**config.mk**
```make
export PLATFORM = sky130hd
export DESIGN_NAME = alu_exec_sequencer_flat
export DESIGN_NICKNAME = d
export VERILOG_FILES = /design/src/rtl/alu_exec_sequencer_pkg.sv /design/src/rtl/alu_exec_sequencer_if.sv /design/src/rtl/alu_exec_sequencer_timeout.sv /design/src/rtl/alu_exec_sequencer.sv /design/src/flat_wrapper.sv
export SDC_FILE = /design/constraint.sdc
export NUM_CORES = 1
export LEC_CHECK = 0
export BUFFER_PORTS_ARGS = -buffer_cell sky130_fd_sc_hd__buf_2
export CORE_MARGIN = 2
export CORE_UTILIZATION = 50
export DETAILED_ROUTE_END_ITERATION = 8
export HOLD_SLACK_MARGIN = 0.15
export PLACE_DENSITY = 0.83
export SYNTH_ARGS = -nofsm -noshare
export SYNTH_HDL_FRONTEND = slang
export SYNTH_HIERARCHICAL = 1
export SYNTH_SLANG_ARGS = --single-unit
```
**constraint.sdc**
```tcl
create_clock -name clk -period 4.1 [get_ports clk]
set_input_delay 0.615 -clock clk [delete_from_list [all_inputs] [get_ports clk]]
set_output_delay 0.615 -clock clk [all_outputs]
set_load 0.05 [all_outputs]
```
**src/rtl/alu_exec_sequencer_pkg.sv**
```systemverilog
// Shared types and constants for the ALU execute sequencer.
//   state_t           : sequencer FSM states
//   TYPE_R / TYPE_I   : instruction type codes in inst[1:0]
//   MC_OP_LO..HI      : inclusive ALUOp range that needs the multi-cycle path
//   *_LSB             : bit positions of the instruction fields
//   is_mc_op()        : classifies an ALUOp as multi-cycle
package alu_seq_pkg;
  typedef enum logic [2:0] {IDLE, DECODE, READ, EXEC, WAIT, WB} state_t;

  localparam logic [1:0] TYPE_R = 2'b00;
  localparam logic [1:0] TYPE_I = 2'b01;

  localparam logic [4:0] MC_OP_LO = 5'b01011;
  localparam logic [4:0] MC_OP_HI = 5'b10001;

  localparam int TYPE_LSB = 0;   // [1:0]
  localparam int RD_LSB   = 7;   // [11:7]
  localparam int RS1_LSB  = 15;  // [19:15]
  localparam int RS2_LSB  = 20;  // [24:20]
  localparam int IMM_LSB  = 20;  // [31:20]

  function automatic logic is_mc_op(input logic [4:0] op);
    return (op >= MC_OP_LO) && (op <= MC_OP_HI);
  endfunction
endpackage

```
**src/rtl/alu_exec_sequencer_if.sv**
```systemverilog
// Instruction handshake between an instruction source and the sequencer.
//   inst_valid : source offers inst
//   inst_ready : sequencer can accept
//   inst       : 32-bit instruction word
// master = instruction source, slave = sequencer.
interface alu_exec_sequencer_if;
  logic        inst_valid;
  logic        inst_ready;
  logic [31:0] inst;

  modport master (output inst_valid, output inst, input inst_ready);
  modport slave  (input inst_valid, input inst, output inst_ready);
endinterface

```
**src/rtl/alu_exec_sequencer_timeout.sv**
```systemverilog
// Loadable down-counter that bounds the WAIT state.
//   clk, rst  : clock, synchronous active-high reset
//   load      : load load_val (takes priority over en)
//   en        : count down by one while non-zero
//   load_val  : reload value
//   expired   : counter is zero
module alu_seq_timeout #(
  parameter int W = 8
) (
  input  logic         clk,
  input  logic         rst,
  input  logic         load,
  input  logic         en,
  input  logic [W-1:0] load_val,
  output logic         expired
);
  logic [W-1:0] cnt;

  always_ff @(posedge clk) begin
    if (rst)                   cnt <= '0;
    else if (load)             cnt <= load_val;
    else if (en && cnt != '0)  cnt <= cnt - 1'b1;
  end

  assign expired = (cnt == '0);
endmodule

```
**src/rtl/alu_exec_sequencer.sv**
```systemverilog
// Multi-cycle execute controller around an external decoder and ALU.
// Accepts one instruction at a time, reads operands, runs the ALU
// (waiting on multi-cycle ops with a timeout), writes back and counts
// retired instructions.
//   clk, rst          : clock, synchronous active-high reset
//   ibus              : instruction valid/ready handshake (slave side)
//   dec_inst/dec_alu_op : latched instruction out, decoded ALUOp in
//   rf_raddr1/2, rf_rdata1/2 : register read port, data one cycle after address
//   alu_a/b/op/start, alu_done/result : ALU operands, op, start pulse, completion
//   rf_we/waddr/wdata : write-back port
//   busy, err, instret: status, error pulse, retired-instruction counter
module alu_exec_sequencer
  import alu_seq_pkg::*;
#(
  parameter int XLEN       = 32,
  parameter int MC_TIMEOUT = 64
) (
  input  logic            clk,
  input  logic            rst,
  alu_exec_sequencer_if.slave ibus,
  output logic [31:0]     dec_inst,
  input  logic [4:0]      dec_alu_op,
  output logic [4:0]      rf_raddr1,
  output logic [4:0]      rf_raddr2,
  input  logic [XLEN-1:0] rf_rdata1,
  input  logic [XLEN-1:0] rf_rdata2,
  output logic [XLEN-1:0] alu_a,
  output logic [XLEN-1:0] alu_b,
  output logic [4:0]      alu_op,
  output logic            alu_start,
  input  logic            alu_done,
  input  logic [XLEN-1:0] alu_result,
  output logic            rf_we,
  output logic [4:0]      rf_waddr,
  output logic [XLEN-1:0] rf_wdata,
  output logic            busy,
  output logic            err,
  output logic [31:0]     instret
);
  // WAIT cycles are counted T-1 .. 0, so expiry lands on the T-th WAIT cycle
  localparam logic [7:0] TMO_LOAD = 8'(MC_TIMEOUT - 1);

  state_t          state, nxt;
  logic [1:0]      itype;
  logic            is_i, illegal, mc, expired;
  logic [XLEN-1:0] imm_ext;

  assign itype   = dec_inst[TYPE_LSB +: 2];
  assign is_i    = (itype == TYPE_I);
  assign illegal = (itype != TYPE_R) && !is_i;
  assign mc      = is_mc_op(alu_op);
  assign imm_ext = {{(XLEN-12){dec_inst[IMM_LSB+11]}}, dec_inst[IMM_LSB +: 12]};

  // Read addresses follow the latched instruction; they are meaningful in DECODE
  assign rf_raddr1 = is_i ? dec_inst[RS1_LSB +: 5] : dec_inst[RS2_LSB +: 5];
  assign rf_raddr2 = dec_inst[RS1_LSB +: 5];
  assign rf_waddr  = dec_inst[RD_LSB +: 5];

  assign ibus.inst_ready = (state == IDLE) && !rst;
  assign busy            = (state != IDLE);

  alu_seq_timeout #(.W(8)) u_tmo (
    .clk      (clk),
    .rst      (rst),
    .load     (state == EXEC),
    .en       (state == WAIT),
    .load_val (TMO_LOAD),
    .expired  (expired)
  );

  always_comb begin
    nxt = state;
    case (state)
      IDLE:    if (ibus.inst_valid) nxt = DECODE;
      DECODE:  nxt = illegal ? IDLE : READ;
      READ:    nxt = EXEC;
      EXEC:    nxt = mc ? WAIT : WB;
      WAIT:    if (alu_done) nxt = WB;
               else if (expired) nxt = IDLE;
      WB:      nxt = IDLE;
      default: nxt = IDLE;
    endcase
  end

  // Pulse outputs are gated by rst so an abort never leaks a write or error
  always_comb begin
    alu_start = 1'b0;
    err       = 1'b0;
    rf_we     = 1'b0;
    if (!rst) begin
      alu_start = (state == EXEC) && mc;
      // done wins over a same-cycle timeout
      err       = ((state == DECODE) && illegal) ||
                  ((state == WAIT) && !alu_done && expired);
      rf_we     = (state == WB) && (rf_waddr != 5'd0);
    end
  end

  always_ff @(posedge clk) begin
    if (rst) begin
      state    <= IDLE;
      dec_inst <= '0;
      alu_op   <= '0;
      alu_a    <= '0;
      alu_b    <= '0;
      rf_wdata <= '0;
      instret  <= '0;
    end else begin
      state <= nxt;
      if (state == IDLE && ibus.inst_valid) dec_inst <= ibus.inst;
      if (state == DECODE && !illegal)      alu_op   <= dec_alu_op;
      if (state == READ) begin
        alu_a <= rf_rdata1;
        alu_b <= is_i ? imm_ext : rf_rdata2;
      end
      if ((state == EXEC && !mc) || (state == WAIT && alu_done))
        rf_wdata <= alu_result;
      if (state == WB) instret <= instret + 32'd1;
    end
  end
endmodule

```
**src/flat_wrapper.sv**
```systemverilog
// flat-port wrapper written by rule: the top's interface ports become plain ports
module alu_exec_sequencer_flat import alu_seq_pkg::*;
#(
  parameter int XLEN       = 32,
  parameter int MC_TIMEOUT = 64
)
  (clk, rst, dec_inst, dec_alu_op, rf_raddr1, rf_raddr2, rf_rdata1, rf_rdata2, alu_a, alu_b, alu_op, alu_start, alu_done, alu_result, rf_we, rf_waddr, rf_wdata, busy, err, instret, ibus_inst_valid, ibus_inst, ibus_inst_ready);
  alu_exec_sequencer_if ibus_i ();
  input  logic clk;
  input  logic rst;
  output logic [31:0] dec_inst;
  input  logic [4:0] dec_alu_op;
  output logic [4:0] rf_raddr1;
  output logic [4:0] rf_raddr2;
  input  logic [XLEN-1:0] rf_rdata1;
  input  logic [XLEN-1:0] rf_rdata2;
  output logic [XLEN-1:0] alu_a;
  output logic [XLEN-1:0] alu_b;
  output logic [4:0] alu_op;
  output logic alu_start;
  input  logic alu_done;
  input  logic [XLEN-1:0] alu_result;
  output logic rf_we;
  output logic [4:0] rf_waddr;
  output logic [XLEN-1:0] rf_wdata;
  output logic busy;
  output logic err;
  output logic [31:0] instret;
  input wire logic [$bits(ibus_i.inst_valid)-1:0] ibus_inst_valid;
  input wire logic [$bits(ibus_i.inst)-1:0] ibus_inst;
  output wire logic [$bits(ibus_i.inst_ready)-1:0] ibus_inst_ready;
  assign ibus_i.inst_valid = ibus_inst_valid;
  assign ibus_i.inst = ibus_inst;
  assign ibus_inst_ready = ibus_i.inst_ready;
  alu_exec_sequencer #(.XLEN(XLEN), .MC_TIMEOUT(MC_TIMEOUT)) u_core (.clk(clk), .rst(rst), .ibus(ibus_i), .dec_inst(dec_inst), .dec_alu_op(dec_alu_op), .rf_raddr1(rf_raddr1), .rf_raddr2(rf_raddr2), .rf_rdata1(rf_rdata1), .rf_rdata2(rf_rdata2), .alu_a(alu_a), .alu_b(alu_b), .alu_op(alu_op), .alu_start(alu_start), .alu_done(alu_done), .alu_result(alu_result), .rf_we(rf_we), .rf_waddr(rf_waddr), .rf_wdata(rf_wdata), .busy(busy), .err(err), .instret(instret));
endmodule
```
Yosys cells after proc, flatten, opt, wreduce, memory -nomap -nowiden
Index checks and enable logic that the tools add are counted.
- flip-flop bits (word level): 176
- latch bits: 0
- memory bits (writable): 0
- bits in read-only memories: 0
- bits of input ports: 137
- output and inout port bits: 185
- word-level logic and storage cells: 63
- memories kept: 0
- add/sub/neg operators: 2
- multipliers: 0
- div/mod/pow operators: 0
- magnitude comparators: 2
- equality and inequality tests: 8
- shift-type cells: 0
- multiplexer cells: 13
- bitwise operators: 0
- reductions and logical operators: 29
- operators with widths (cell ; count):
    adder 32 x 1 -> 32 bit (second input constant) ; 1
    two-way mux 32 bit ; 1
    case mux 3 bit (5 select lines) ; 1
    logical AND 1 bit ; 13
    two-way mux 6 bit ; 2
    two-way mux 3 bit ; 3
    logical NOT 8 bit ; 1
    nonzero test 8 bit ; 1
    subtractor 8 x 1 -> 8 bit (second input constant) ; 1
    == test 3 x 2 -> 1 bit (second input constant) ; 2
    == test 3 bit (second input constant) ; 2
    greater-or-equal comparator 5 x 4 -> 1 bit (second input constant) ; 1
    <= comparator 5 bit (second input constant) ; 1
    logical NOT 1 bit ; 5
    two-way mux 5 bit ; 1
    nonzero test 5 bit ; 1
    two-way mux 1 bit ; 4
    nonzero test 2 bit ; 2
    == test 3 x 1 -> 1 bit (second input constant) ; 1
    logical NOT 3 bit ; 1
    != test 3 x 2 -> 1 bit (second input constant) ; 1
    nonzero test 3 bit ; 1
    == test 2 x 1 -> 1 bit (second input constant) ; 1
    logical OR 1 bit ; 2
    other kinds (4) ; 4

Longest topological paths before layout
Gate-level depths: netlist of run 1.
- depth after elaboration: 6
- depth in mapped cells: 8
- gate-level depth less buffers: 8

Cells and area by module
The synthesis of run 1 kept the hierarchy.
- modules (own cells, without submodules) (module ; instances ; cells each ; area an instance (µm²) ; sequential area each (µm²)):
    alu_exec_sequencer ; 1 ; 820 ; 7006.7 ; 3363.2
    alu_seq_timeout ; 1 ; 59 ; 515.5 ; 160.2

Worst setup path after synthesis of run 1
OpenSTA, ideal clock, no wires.
- path type: register to output
- from: register u_core.u_tmo.cnt[2]
- to: output err
- arrival: 2387 ps
- data required time: 3485 ps
- setup slack: 1098 ps
- stages on the path, launching flop included: 7
- buffers on the path: 0
- cell sequence: dfxtp_1 -> or4_4 -> nor4_1 -> nand2b_1 -> nor2_1 -> a22oi_1 -> nor3_1
- cells in the longest elaborated chain, start to end: 4
- ends and longest elaborated chain (item ; RTL line ; RTL):
    start, declared ; alu_exec_sequencer_timeout.sv:17 ; logic [W-1:0] cnt;
    start signal, assigned ; alu_exec_sequencer_timeout.sv:21 ; else if (load) cnt <= load_val;
    start signal, assigned ; alu_exec_sequencer_timeout.sv:22 ; else if (en && cnt != '0) cnt <= cnt - 1'b1;
    logical NOT 8 bit ; alu_exec_sequencer_timeout.sv:25 ; assign expired = (cnt == '0);
    named net u_core.expired ; alu_exec_sequencer.sv:45 ; logic is_i, illegal, mc, expired;
    logical AND 1 bit ; alu_exec_sequencer.sv:94 ; ((state == WAIT) && !alu_done && expired);
    logical OR 1 bit ; alu_exec_sequencer.sv:93 ; err = ((state == DECODE) && illegal) ||
    two-way mux 1 bit ; alu_exec_sequencer.sv:90 ; if (!rst) begin
    end, declared ; flat_wrapper.sv:27 ; output logic err;
The timed path passes the listed nets, and every way through them passes these cells.

Worst setup path in the final report of run 1
Same ends and word-level chain as after synthesis.

==> results.yml, run 1 <==
run_status:
  status: "finished, final reports clean"
synthesis:
  yosys.area.top_type: "dfxtp_1"
  yosysTopAreaCellShare_pct: 46.8
  avgSynthCellArea_um2: 8.56
  ys_async_sr_fraction_pct: 0
  yosysUniqueCellTypes: 56
  syn-cell-area_um2: 7520
  synth_warnings: 6
  synthesis.instances: 879
  synth_ff_type: "dfxtp_1"
  ys_seq_elements: 176
  synthTopCellsByArea: "dfxtp_1 (47%), a21oi_1 (7.5%), nand2_1 (7.4%)"
  synth-edff-count: 0
  yosysSeqAreaShare_pct: 46.8
die:
  dieArea_um2: 16000
  start_util_pct: 51.6
  die_h_um: 127
  core_um2: 14600
  row_count: 44
  dieWidth_um: 127
  num_io_pins: 322
clocking:
  cts_setup_buffers: 0
  path_clk_slew_ns: 0.07
  cts-root-buf: "clkbuf_16"
  ctsHoldBuffers: 0
  clkLatencyLatePin_ns: 0.42
  cts_tree: "done"
  cts-buffers-inserted: 17
  post_cts_resized: 0
  clk_path_buf_depth: 2
  clock-sinks: 176
  h-tree-depth: 4
critical_path:
  crit_slowest_cell: "or4_4"
  cp_cell_sequence: "or4_4 -> nor4_1 -> nand2b_1 -> nor2_1 -> a22oi_1 -> nor3_1 -> buf_2"
  critical_path_class: "flop to output pin"
  r2r_setup_slack_ns: 1.39
  cp-end-kind: "output pin"
  worstPathRequired_ns: 3.48
  crit_path_start_kind: "flop"
  cp_data_arrival_time_ns: 2.41
  max_stage_delay_ns: 0.59
  crit_fanout: 6
placement:
  dp_hpwl_um: 15500
  gp_congestion: 0.867
  dp_cells: 1323
  port_buffers: 321
  placed_area_um2: 9090
routing:
  vias_per_cell: 5.30
  drt_iter0_drc: 540
  wl_per_cell_um: 16.2
  route.vias.total: 7180
  ant_nets: 0
  drt_pass1_iterations: 5
  totalWireLength_um: 22000
  drc: 0
sta:
  layout_min_cycle_time_ns: 3.03
  grt_setup_unrepaired: "no"
  setup_viol_count_final: 0
  fin_crit_sh_pct: 73.8
  drv_slew: 0
  maxSlewHeadroom_pct: 21.8
  tns_ns: 0
  hold_violations: 0
  clock_skew_ns: 0.00992
  fmax_mhz: 330
  tightest_slew_ns: 1.17
global_route:
  grt_usage_pct: 26.6
  grt_pass1_wl_um: 34500
  met3_usage_pct: 7.63
  busiest_layer: "met2"
  use_met1_pct: 32.3
  overflow: 0
  grt_max_degree: 150
  met2_usage_pct: 44.3
  grt_pass1_vias: 6785
  grt_antenna_before_repair: 0
cells_and_area:
  syn_to_final_growth_pct: 28.6
  seq_area_um2: 3520
  final_cells: 1355
  multiInputGateArea_um2: 3630
  final_nets: 1298
  drive_above_1_share_pct: 32.4
  final_util_pct: 66.3
  design_area_um2: 9670
  fillers: 1220
power:
  max-vdd-ir-drop_uv: 314
  cellPowerDensity_nw_per_um2: 470
  leakage_nw: 4.60
  p_sw_share_pct: 32.9
  combPwrFrac_pct: 22.6
  p_clk_share_pct: 35.6
  power.internal_w: 0.00305
  p_switching_w: 0.00150
  power_frac_seq_pct: 41.9
  power_w: 0.00455
hold_path:
  hold_class: "input pin to flop"
run:
  cap_violations: 0
[power groups by stage]
stage	Clock, W	Combinational, W	Sequential, W
6_report	0.00162	0.00103	0.00190
5_1_grt	0.00172	0.00109	0.00192
4_1_cts	0.00164	0.00103	0.00190
3_5_place_dp	0	0.00102	0.00194
3_3_place_gp	0	0.00101	0.00193
2_1_floorplan	0	0.000412	0.00228
[routing by layer]
metal	vias up	routed length, µm
met3	43	1590
li1	3553	-
met4	0	647
met1	3317	9160
met5	-	0
met2	267	10600
[flip-flops by register name, summed over array words and instances, names as in the netlist]
signal / count
u_core/alu_op: 5
u_core/rf_wdata: 32
u_core/instret: 32
u_core/alu_a: 32
u_core/state: 3
u_core/dec_inst: 32
u_core/alu_b: 32
u_core/u_tmo/cnt: 8
[synth_stat cells, types with 12 or more instances]
master	count
a211oi_1	15
a21oi_1	113
clkbuf_1	48
dfxtp_1	176
inv_1	12
mux2i_1	48
nand2_1	148
nand2b_1	66
nor2_1	63
nor3_1	30
o31ai_1	14
or4_1	17
[through the flow]
step / hold WS, ns / worst slack [ns]
2_1_floorplan: 0.489 / 1.10
3_3_place_gp: 0.439 / 1.52
3_5_place_dp: 0.443 / 1.40
4_1_cts: 0.408 / 1.04
5_1_grt: 0.407 / 0.867
6_report: 0.422 / 1.07
[critical path: cells and delay by family, from the launching register on]
family	cells	cell delay [ns]
buffers and inverters	1	0.31
and+or+nand+nor	5	1.26
DFF	1	0.35
AOI/OAI and AO/OA	1	0.07
[final cells by class]
type                            count  area share [%]
Antenna cell                        1          0.0259
Clock buffer                       22            4.59
Clock inverter                      9            1.41
Inverter                           13           0.504
Multi-Input combinational cell    623            37.5
Sequential cell                   176            36.4
Tap cell                          184            2.38
Timing Repair Buffer              327            17.1
[cell usage in the layout (no fill, tap or decap), drive strengths merged, types with 12 or more instances in the layout]
| master | count |
|---|---|
| nor2 | 63 |
| clkbuf | 22 |
| nand2b | 66 |
| a211oi | 16 |
| or4 | 21 |
| buf | 327 |
| nor3 | 30 |
| nand2 | 148 |
| mux2i | 48 |
| o31ai | 14 |
| a21oi | 113 |
| inv | 12 |
| dfxtp | 176 |
[cells by family (layout without fill, tap and decap cells)]
family                     count (synthesis)  in the layout  share of synthesized area (%)
xor gates and xnor gates                  11             11                           1.28
and+or+nand+nor                          382            382                           25.8
muxes                                     56             56                           7.58
AOI/OAI and AO/OA                        163            163                           12.5
other                                      2              9                         0.0998
buffers and inverters                     86            371                           5.41
DFF                                      176            176                           46.8
adders and majority gates                  3              3                          0.499
[path summary, 6_finish.rpt]
| kind | startpoint | end | cells after the start |
|---|---|---|---|
| min | rf_rdata1[26] | u_core/alu_a[26]$_SDFFE_PP0P_ | 3 |
| min reg2reg | u_core/alu_a[10]$_SDFFE_PP0P_ | u_core/alu_a[10]$_SDFFE_PP0P_ | 2 |
| max reg2reg | u_core/state[2]$_SDFFE_PP0P_ | u_core/u_tmo/cnt[5]$_SDFFE_PP0P_ | 4 |
| max | u_core/u_tmo/cnt[2]$_SDFFE_PP0P_ | err | 7 |
Note: power is estimated with default switching activity, not from simulation.
==> inputs of run 2 (changes only) <==
CORE_UTILIZATION = 43   (was 50)
PLACE_DENSITY = 0.76   (was 0.83)
clock period = 2.5 ns   (was 4.1 ns; I/O delays follow)
==> run 2 against run 1 <==
Against the previous run: sequential cell count is the same; sequential share of layout area is 0.68 points lower; register-to-register slack got worse by 1.1 ns; utilization down 8.9 points; sequential power is 64% higher; highest routed layer unchanged.
==> results.yml, run 2 (synthesis results as in run 1) <==
critical_path:
  cp_data_arrival_time_ns: 2.11
  critical_path_class: "flop to output pin"
  r2r_cells: 4
  r2r_end: "u_core/instret[31]$_SDFFE_PP0N_"
  r2r_start: "u_core/state[2]$_SDFFE_PP0P_"
  worstPathRequired_ns: 2.12
  cp-end-kind: "output pin"
  path_delay_family: "simple AND/OR/NAND/NOR gates"
  r2r_setup_slack_ns: 0.30
  worst-path-buf-inv: 1
  cp_cell_sequence: "or4_4 -> nor4_4 -> nand2b_1 -> nor2_1 -> a22oi_1 -> nor3_2 -> buf_6"
  crit_fanout: 3
  max_stage_delay_ns: 0.56
  crit_path_start_kind: "flop"
  crit_slowest_cell: "or4_4"
global_route:
  grt_antenna_before_repair: 1
  grt_max_degree: 114
  grt_usage_pct: 21.3
  overflow: 0
  grt_pass1_wl_um: 31300
  grt_pass1_vias: 6197
hold_path:
  holdPathEnd: "u_core/alu_a[22]$_SDFFE_PP0P_"
  worstHoldPathCells: 3
  hp-start: "rf_rdata1[22]"
  hold_class: "input pin to flop"
cells_and_area:
  most-common-layout-cells: "buf_2 (319), dfxtp_1 (174), nand2_1 (148)"
  design_area_um2: 9860
  final_nets: 1309
  final_common_cell: "buf_2"
  drive_above_1_share_pct: 33.8
  final_util_pct: 57.4
  syn_to_final_growth_pct: 31.1
sta:
  hold_slack_ns: 0.176
  hold_violations: 0
  tightest_slew_ns: 0.587
  setup_viol_count_final: 0
  fmax_mhz: 402
  fin_crit_sh_pct: 99.4
  clock_skew_ns: 0.0152
  maxSlewHeadroom_pct: 60.8
  grt_setup_unrepaired: "yes"
  layout_min_cycle_time_ns: 2.49
  drv_slew: 0
clocking:
  cts-buffers-inserted: 17
  cts-root-buf: "clkbuf_16"
  clk_path_buf_depth: 2
  clock-sinks: 176
  ctsHoldBuffers: 0
  path_clk_slew_ns: 0.07
  h-tree-depth: 4
  clkLatencyLatePin_ns: 0.43
  cts_tree: "done"
routing:
  drt_pass1_iterations: 5
  vias_per_cell: 5.03
  ant_nets: 0
  drc: 0
  route.vias.total: 7089
  drt_iter0_drc: 470
  wl_per_cell_um: 15.0
  totalWireLength_um: 21100
power:
  max-vdd-ir-drop_uv: 491
  power_w: 0.00749
  leakage_nw: 4.69
  cellPowerDensity_nw_per_um2: 759
die:
  dieArea_um2: 18600
  dieWidth_um: 136
  core_um2: 17200
  die_h_um: 136
  start_util_pct: 43.8
  num_io_pins: 322
  row_count: 48
placement:
  gp_congestion: 0.795
  port_buffers: 321
  placed_area_um2: 9250
  dp_hpwl_um: 15000
run:
  cap_violations: 0
run_status:
  status: "finished, final reports clean"
[run 2: timing repair]
item	CTS	global route
setup endpoints to repair	1	1
endpoints found under the hold margin	0	0
pin swaps	2	1
setup buffers	1	0
gates resized for setup	4	2
[run 2: worst max path at each step]
stage	depth (start not counted)	end	slack (ns)	from
floorplan	4	rf_we	0.04	rst
global placement	7	err	0.24	u_core/u_tmo/cnt[2]$_SDFFE_PP0P_
detailed placement	7	err	0.27	u_core/u_tmo/cnt[2]$_SDFFE_PP0P_
CTS	7	err	-0.08	u_core/u_tmo/cnt[5]$_SDFFE_PP0P_
global route	7	err	-0.11	u_core/u_tmo/cnt[5]$_SDFFE_PP0P_
finish	7	err	0.01	u_core/u_tmo/cnt[5]$_SDFFE_PP0P_
[run 2: power by group]
part           switching (W)  internal (W)
Combinational        0.00123      0.000475
Clock                0.00118       0.00149
Sequential          0.000125       0.00299
[run 2: cell type report]
class | count | area (µm²)
fillers | 1582 | 7310
clock buffers | 18 | 429
diodes | 1 | 2.50
well taps | 225 | 282
clock inverters | 14 | 154
repair buffers | 338 | 1770
inverters | 13 | 48.8
flip-flops and latches | 176 | 3530
multi-input cells | 623 | 3650
[run 2: per-layer routing]
metal	track usage (%)	up-vias	share of wire, %	wire (µm)
li1	-	3574	-	-
met1	26.6	3230	43	9030
met2	34.6	257	48	10100
met3	6.49	28	7.4	1560
met4	7.58	0	1.9	394
met5	0	-	0	0
[run 2: worst register-to-register path, cell delays in order, from the launching register on]
cell	delay, ns
dfxtp_1	0.58
nand3b_1	0.15
or4_1	0.71
or4_1	0.53
a21oi_1	0.15
[run 2: metrics by stage]
stage / TNS (ns) / cells / setup WS (ns)
floorplan: 0 / 885 / 0.0356
global placement: 0 / 1374 / 0.238
detailed placement: 0 / 1374 / 0.265
CTS: -0.0807 / 1407 / -0.0807
global route: -0.114 / 1408 / -0.114
finish: 0 / 1408 / 0.0149
==> inputs of run 3 (changes only) <==
CORE_ASPECT_RATIO = 0.6   (was unset)
==> run 3 against run 2 <==
Against the previous run: worst setup slack better by 0.084 ns; maximum frequency increased by 3.5%; sequential share of layout area is essentially flat; clock power is 4% lower; die area increased by 0.18%; first-iteration DRC count up 14%; register-to-register slack worse by 0.08 ns; sequential power hardly changed; cell count up 0.57%; clock skew is 0.0051 ns lower; non-clock buffer count did not move; critical endpoint unchanged; highest routed layer unchanged.
==> results.yml, run 3 (synthesis results as in run 1) <==
global_route:
  grt_pass1_wl_um: 33900
  grt_usage_pct: 22.6
  overflow: 0
  grt_pass1_vias: 6711
  grt_antenna_before_repair: 0
  grt_max_degree: 113
sta:
  clock_skew_ns: 0.0102
  setup_viol_count_final: 0
  layout_min_cycle_time_ns: 2.40
  tightest_slew_ns: 0.617
  drv_slew: 0
  grt_setup_unrepaired: "yes"
  hold_slack_ns: 0.183
  fmax_mhz: 416
  fin_crit_sh_pct: 96.0
  maxSlewHeadroom_pct: 58.9
  hold_violations: 0
cells_and_area:
  final_util_pct: 57.5
  fillers: 1623
  syn_to_final_growth_pct: 30.9
  final_nets: 1309
  num_antenna_cells: 0
  final_cells: 1416
  final_common_cell: "buf_2"
  most-common-layout-cells: "buf_2 (319), dfxtp_1 (175), nand2_1 (148)"
  drive_above_1_share_pct: 33.7
placement:
  port_buffers: 321
  dp_cells: 1383
  dp_hpwl_um: 15500
  gp_congestion: 0.841
clocking:
  cts_tree: "done"
  cts-root-buf: "clkbuf_16"
  ctsHoldBuffers: 0
  clkLatencyLatePin_ns: 0.43
  h-tree-depth: 4
  clock-sinks: 176
  clk_path_buf_depth: 2
  path_clk_slew_ns: 0.07
  cts-buffers-inserted: 17
routing:
  totalWireLength_um: 21500
  wl_per_cell_um: 15.2
  route.vias.total: 7192
  drc: 0
  vias_per_cell: 5.08
  drt_iter0_drc: 534
  ant_nets: 0
  drt_pass1_iterations: 5
run:
  cap_violations: 0
power:
  leakage_nw: 4.66
  max-vdd-ir-drop_uv: 445
  cellPowerDensity_nw_per_um2: 750
critical_path:
  cp-end-kind: "output pin"
  crit_fanout: 3
  critical_path_class: "flop to output pin"
  cp_data_arrival_time_ns: 2.03
  worstPathRequired_ns: 2.12
  crit_path_start_kind: "flop"
die:
  die_h_um: 106
  core_um2: 17100
  dieWidth_um: 175
  dieArea_um2: 18600
  start_util_pct: 43.9
  num_io_pins: 322
  row_count: 37
run_status:
  status: "finished, final reports clean"
hold_path:
  hold_class: "input pin to flop"
-- run 3: worst paths after layout --
check | to | from | cells past startpoint | slack, ns
min reg2reg | u_core/dec_inst[13]$_SDFFE_PP0P_ | u_core/dec_inst[13]$_SDFFE_PP0P_ | 2 | 0.45
min | u_core/dec_inst[7]$_SDFFE_PP0P_ | ibus_inst[7] | 3 | 0.18
max | err | u_core/u_tmo/cnt[5]$_SDFFE_PP0P_ | 7 | 0.1
max reg2reg | u_core/instret[28]$_SDFFE_PP0N_ | u_core/instret[0]$_SDFFE_PP0N_ | 5 | 0.22
-- run 3: metal layers --
| metal | part of all wire (%) | vias up | wire [µm] | global-route usage, % |
|---|---|---|---|---|
| li1 | - | 3572 | - | - |
| met3 | 7.3 | 25 | 1580 | 6.55 |
| met1 | 46 | 3347 | 9870 | 29.9 |
| met5 | 0 | - | 0 | 0 |
| met4 | 1.3 | 0 | 271 | 7.02 |
| met2 | 46 | 248 | 9790 | 35.7 |
-- run 3: per-stage QoR --
stage / area (µm²) / power, W / setup WS [ns] / TNS (ns)
finish: 9850 / 0.00739 / 0.0988 / 0
global route: 9850 / 0.00770 / -0.0331 / -0.0331
CTS: 9850 / 0.00743 / -0.0179 / -0.0179
detailed placement: 9260 / 0.00487 / 0.312 / 0
global placement: 9260 / 0.00485 / 0.298 / 0
floorplan: 7550 / 0.00442 / 0.0356 / 0
-- run 3: worst max-delay path, stage by stage (launching register included) --
cell	delay (ns)
dfxtp_2	0.33
or4_4	0.54
nor4_2	0.14
nand2b_1	0.09
nor2_1	0.09
a22oi_1	0.08
nor3_2	0.15
buf_6	0.19
-- run 3: what timing repair did --
action / 4_1_cts / 5_1_grt
pin swaps: 2 / 1
buffers inserted: 1 / 0
resized for setup: 4 / 0
gates cloned: 0 / 0
setup endpoints to repair: 1 / 1
-- run 3: cell type report --
class | count | area [µm²] | share of cell area (%)
clock buffers | 22 | 494 | 5.02
well taps | 234 | 293 | 2.97
multi-input cells | 623 | 3640 | 36.9
repair buffers | 338 | 1770 | 18.0
inverters | 13 | 48.8 | 0.495
flip-flops and latches | 176 | 3520 | 35.8
clock inverters | 10 | 77.6 | 0.788
-- run 3: power by group --
part           switching (W)  internal, W
logic                0.00124     0.000475
registers           0.000119      0.00299
clock network        0.00115      0.00141
total                0.00251      0.00488
